## config.mk

```make
export PLATFORM = sky130hd
export DESIGN_NAME = adder_result_serializer
export DESIGN_NICKNAME = d
export VERILOG_FILES = /design/src/rtl/adder_ser_pkg.sv /design/src/rtl/adder_result_serializer_fifo.sv /design/src/rtl/adder_result_serializer.sv
export SDC_FILE = /design/constraint.sdc
export NUM_CORES = 1
export LEC_CHECK = 0
export CELL_PAD_IN_SITES_DETAIL_PLACEMENT = 1
export CELL_PAD_IN_SITES_GLOBAL_PLACEMENT = 1
export CORE_AREA = 3 3 66 68
export DETAILED_ROUTE_END_ITERATION = 10
export DIE_AREA = 0 0 69 71
export HOLD_SLACK_MARGIN = 0.03
export PLACE_DENSITY_LB_ADDON = 0.05
export SLEW_MARGIN = 25
export SYNTH_ARGS = -nofsm -noshare
export SYNTH_HDL_FRONTEND = slang
export SYNTH_SLANG_ARGS = --single-unit
```

## constraint.sdc

```tcl
create_clock -name clk -period 5.7 [get_ports clk]
set_input_delay 1.14 -clock clk [delete_from_list [all_inputs] [get_ports clk]]
set_output_delay 1.14 -clock clk [all_outputs]
set_load 0.01 [all_outputs]
```

## src/rtl/adder_ser_pkg.sv

```systemverilog
// Shared constants and FSM state type for the adder result serializer.
package adder_ser_pkg;

  localparam int DATA_W    = 5;
  localparam int FRAME_LEN = DATA_W + 2;

  localparam logic START_BIT = 1'b0;
  localparam logic STOP_BIT  = 1'b1;

  typedef enum logic [1:0] {
    IDLE,
    START,
    DATA,
    STOP
  } ser_state_t;

endpackage

```

## src/rtl/adder_result_serializer_fifo.sv

```systemverilog
// Synchronous FIFO holding adder results until the serializer can frame them.
module result_fifo #(
  parameter int DATA_W = 5,
  parameter int DEPTH  = 4
) (
  input  logic                       clk,
  input  logic                       reset,
  input  logic                       push,
  input  logic                       pop,
  input  logic [DATA_W-1:0]          wr_data,
  output logic [DATA_W-1:0]          rd_data,
  output logic                       full,
  output logic                       empty,
  output logic [$clog2(DEPTH):0]     count
);

  localparam int AW = $clog2(DEPTH);
  localparam int CW = AW + 1;

  logic [DATA_W-1:0] mem [DEPTH];
  logic [AW-1:0]     wr_ptr;
  logic [AW-1:0]     rd_ptr;
  logic [CW-1:0]     count_q;

  assign full    = (count_q == CW'(DEPTH));
  assign empty   = (count_q == '0);
  assign count   = count_q;
  assign rd_data = mem[rd_ptr];

  always_ff @(posedge clk) begin
    if (push) mem[wr_ptr] <= wr_data;
  end

  // Pointers wrap naturally because DEPTH is a power of two.
  always_ff @(posedge clk) begin
    if (reset) begin
      wr_ptr  <= '0;
      rd_ptr  <= '0;
      count_q <= '0;
    end else begin
      if (push) wr_ptr <= wr_ptr + AW'(1);
      if (pop)  rd_ptr <= rd_ptr + AW'(1);
      case ({push, pop})
        2'b10:   count_q <= count_q + CW'(1);
        2'b01:   count_q <= count_q - CW'(1);
        default: count_q <= count_q;
      endcase
    end
  end

endmodule

```

## src/rtl/adder_result_serializer.sv

```systemverilog
// Buffers adder results and shifts each out as a start/data(LSB first)/stop frame.
//   state | meaning
//   IDLE  | line high, waiting for a buffered word
//   START | start bit on the line
//   DATA  | data bits on the line, LSB first
//   STOP  | stop bit on the line; may pop the next word for a gapless frame
module adder_result_serializer #(
  parameter int DATA_W = adder_ser_pkg::DATA_W,
  parameter int DEPTH  = 4
) (
  input  logic                   clk,
  input  logic                   reset,
  input  logic                   ena,
  input  logic                   in_valid,
  input  logic [DATA_W-1:0]      in_data,
  output logic                   in_ready,
  output logic                   ser_out,
  output logic                   ser_busy,
  output logic                   overflow,
  output logic [$clog2(DEPTH):0] count
);

  import adder_ser_pkg::*;

  localparam int CNT_W = $clog2(DATA_W);

  ser_state_t        state_q, state_d;
  logic [DATA_W-1:0] shift_q, shift_d;
  logic [CNT_W-1:0]  bit_cnt_q, bit_cnt_d;
  logic              ser_out_q, ser_out_d;
  logic              ser_busy_q;
  logic              overflow_q;

  logic              push, pop, full, empty;
  logic [DATA_W-1:0] rd_data;

  assign in_ready = ena & ~full;
  assign push     = in_valid & in_ready;

  result_fifo #(.DATA_W(DATA_W), .DEPTH(DEPTH)) u_fifo (
    .clk     (clk),
    .reset   (reset),
    .push    (push),
    .pop     (pop),
    .wr_data (in_data),
    .rd_data (rd_data),
    .full    (full),
    .empty   (empty),
    .count   (count)
  );

  // bit_cnt counts down the remaining data bits; zero means the last bit is on the line.
  always_comb begin
    state_d   = state_q;
    shift_d   = shift_q;
    bit_cnt_d = bit_cnt_q;
    ser_out_d = ser_out_q;
    pop       = 1'b0;
    if (ena) begin
      unique case (state_q)
        IDLE, STOP: begin
          if (!empty) begin
            pop       = 1'b1;
            shift_d   = rd_data;
            ser_out_d = START_BIT;
            state_d   = START;
          end else begin
            ser_out_d = STOP_BIT;
            state_d   = IDLE;
          end
        end
        START: begin
          ser_out_d = shift_q[0];
          shift_d   = shift_q >> 1;
          bit_cnt_d = CNT_W'(DATA_W - 1);
          state_d   = DATA;
        end
        DATA: begin
          if (bit_cnt_q == '0) begin
            ser_out_d = STOP_BIT;
            state_d   = STOP;
          end else begin
            ser_out_d = shift_q[0];
            shift_d   = shift_q >> 1;
            bit_cnt_d = bit_cnt_q - CNT_W'(1);
          end
        end
        default: state_d = IDLE;
      endcase
    end
  end

  always_ff @(posedge clk) begin
    if (reset) begin
      state_q    <= IDLE;
      shift_q    <= '0;
      bit_cnt_q  <= '0;
      ser_out_q  <= STOP_BIT;
      ser_busy_q <= 1'b0;
      overflow_q <= 1'b0;
    end else begin
      state_q    <= state_d;
      shift_q    <= shift_d;
      bit_cnt_q  <= bit_cnt_d;
      ser_out_q  <= ser_out_d;
      ser_busy_q <= (state_d != IDLE);
      if (in_valid && ena && full) overflow_q <= 1'b1;
    end
  end

  assign ser_out  = ser_out_q;
  assign ser_busy = ser_busy_q;
  assign overflow = overflow_q;

endmodule
```

==> impl_results.md <==
* H-Tree Level Count at 2
* Post-layout min period at 3.70 ns
* Synthesized area at 1830 sq um
* Seq/Total Area, Yosys at 0.568
* Top cell type's share of synthesized area at 0.328
* Design Power at 807 uW
* PortBufs at 15
* Worst Setup End Kind: output pin
* Outcome: finished, final reports clean
* Pwr dens at 384 nW/um^2
* DR pass1 iterations at 3
* Row Count at 23
* Skew final at roughly 0.012 ns
* First-pass GRT wire length at between 5 and 6 mm
* Yosys top cell by area: edfxtp_1
* DRT iter0 DRCs at 38
* Combinational cell fraction of total power at 0.285
* Max-cap violations at 0
* DR vias/cell at between 5 and 6
* Ratio of cells with drive above 1 in the final layout at 0.0936
* Number of synthesized flops with an enable pin at 20
* Fin. Hold Viols at 0
* Largest family of logic cells by synthesized area: simple AND/OR/NAND/NOR gates
* Post-route clock period utilization at 0.649
* Gr usage total at 0.158
* Maximum clock path buffer count at 2
* Core Util, Final at 0.537
* Reg2reg setup slack at 2.85 ns
* Sw Share at 0.316
* RSZ-0062 raised after global routing: no
* Post-route ant nets at 0
* Synth Area in Compound Gates at 0.111
* Die Ht at a little over 70 um
* Slew @ Worst Pin at 0.863 ns
* Main synth FF type: dfxtp_1
* Clock Tree Root: clkbuf_8
* Maximum VDD drop at 0.237 mV
* WP data arrival at 2.56 ns
* Setup_tns at 0 ns
* Seq pwr share at 0.485
* Async SR Flop Fraction at 0
* Post-CTS Resized at 0
* Commonest cells in the synthesized netlist: dfxtp_1, edfxtp_1, inv_1
* Max frequency at 270 MHz
* Hold crit path type: reg2reg
* Vias in the first global route at 1297
* Leakage dissipation at ~0.00075 uW
* CP Cell Sequence: clkdlybuf4s50_1 -> inv_1 -> nor2_1 -> clkdlybuf4s50_1
* Internal Power at between 500 and 600 uW
* Min setup slack post-route at 2.00 ns
* Synth area leaders: edfxtp_1, dfxtp_1, ha_1
* Post-Syn Area per Cell at around 12 sq um
* Critical path startpoint category: primary input
* Vias at 1168
* Largest stage delay, worst path at just under 0.6 ns
* GP Congestion at 0.778
* Routed wire length at 3.51 mm
* Synth Area in XOR/XNOR at 0.0239
* Initial antenna violation count at 0
* DRC at 0
* Simple-gate share of the synthesized area at 0.112
* CTS tree: built
* # diodes at 0
* Detail Placement HPWL at 2.63 mm
* Max Slew Vio Count at 0
* FF+latch count, synth at 42
* Req. time, crit path at approximately 4.6 ns
* Yosys warns at 0
* Final setup violation count at 0
* Sw power at ~260 uW
* Area growth syn-to-layout at 14.8%
* Clk pwr share at 0.230
* Grt ovf at 0
* Slew HR at 0.423
* CP most frequent cell: clkdlybuf4s50_1
* Critical path class: in2out
* Setup repair bufs after CTS at 0
* Skew-Pair Late Insertion Delay at 0.29 ns
* Adder-cell share of the synthesized area at 0.0724
* # IOs at 16
* Die area at 4900 sq um
* Most frequent cell after synthesis: dfxtp_1
* Initial Utilization at 0.468
* Routed len/inst at 15.9 um
* Total CTS buffers at 5
* Final Net Count at roughly 190
* Hold_buf cts at 0
* Pre-CTS setup slack at between 1.5 and 2 ns
* Crit path max fanout at 8
* Chip width at 69 um
* Largest net degree at the start of global routing at 21
* Worst-path clk slew at 0.08 ns
* Post-synthesis mux area share at 0.0615
* Core ar. at roughly 3900 sq um
* Syn Nets at 172
* Cells after Synth at 153
* Clock sink count at 42
* Post-synth cell types at 36
* Crit-path slowest cell: clkdlybuf4s50_1
==> power groups by stage <==
| stage | Clock (uW) | Sequential [uW] | Combinational (uW) |
|---|---|---|---|
| after floorplan | 0 | 389 | 175 |
| after global placement | 0 | 397 | 222 |
| after detailed placement | 0 | 400 | 233 |
| after CTS | 192 | 393 | 235 |
| after global routing | 207 | 399 | 258 |
| final | 186 | 392 | 230 |
==> final timing paths <==
| check | startpoint | endpoint | cells past startpoint |
|---|---|---|---|
| max reg2reg | state_q[0] | u_fifo.count[2] | 10 |
| max | ena | in_ready | 4 |
| min | shift_q[4] | shift_q[4] | 2 |
| min reg2reg | shift_q[4] | shift_q[4] | 2 |
==> sequential cells by signal (all words and copies together), names as in the netlist, named ones only <==
register,cells
shift_q,5
u_fifo.count,3
ser_out,1
overflow,1
ser_busy,1
u_fifo.rd_ptr,2
state_q,2
u_fifo.mem,20
bit_cnt_q,3
u_fifo.wr_ptr,2
==> cells in the final DEF, fill, tap and decap left out, types with 2 or more instances in the layout <==
cell / n
xor2_1: 3
xnor2_1: 2
a221oi_2: 4
nor2_1: 13
nor3_1: 2
nand2_1: 12
a21oi_1: 12
and2_1: 4
o31a_1: 2
clkdlybuf4s50_1: 15
ha_1: 9
nand4_1: 2
clkbuf_8: 5
o21ai_0: 2
dfxtp_1: 22
edfxtp_1: 20
mux4_2: 5
inv_1: 17
==> metal layers <==
metal | share of wire | wire (um) | global-route usage | vias to the layer above
met5 | 0 | 0 | 0 | -
met4 | 0.011 | 37 | 0.0586 | 0
met3 | 0.028 | 100 | 0.0526 | 4
met2 | 0.52 | 1810 | 0.280 | 14
met1 | 0.44 | 1560 | 0.177 | 578
li1 | - | - | - | 572
==> metrics by stage <==
stage          instances  cell area, sq um  hold slack, ns
4_1_cts              221              2100           0.465
6_report             221              2100           0.464
3_5_place_dp         213              2020           0.453
2_1_floorplan        153              1830           0.432
5_1_grt              221              2100           0.493
3_3_place_gp         213              2020           0.442
==> area by class of cell <==
type                       instances  area [sq um]
fill                             444          1810
sequential                        42          1040
multi-input combinational         89           698
timing repair buffer              15           150
clock buffer                       6          72.6
inverter                          17          63.8
tap                               50          62.6
clock inverter                     2          13.8
==> critical path: cells and delay by family <==
kind	cells	cell delay, ns
and+or+nand+nor	1	0.13
buffers and inverters	3	1.29
==> cells by family (layout without fill, tap and decap cells) <==
group,count (synthesis),count (layout)
buf+inv,22,40
mux,5,5
xor+xnor,5,5
simple gates,42,42
compound gates,27,27
fa+ha+maj,10,10
flops,42,42
No activity file was read; power rests on OpenSTA's default activity.
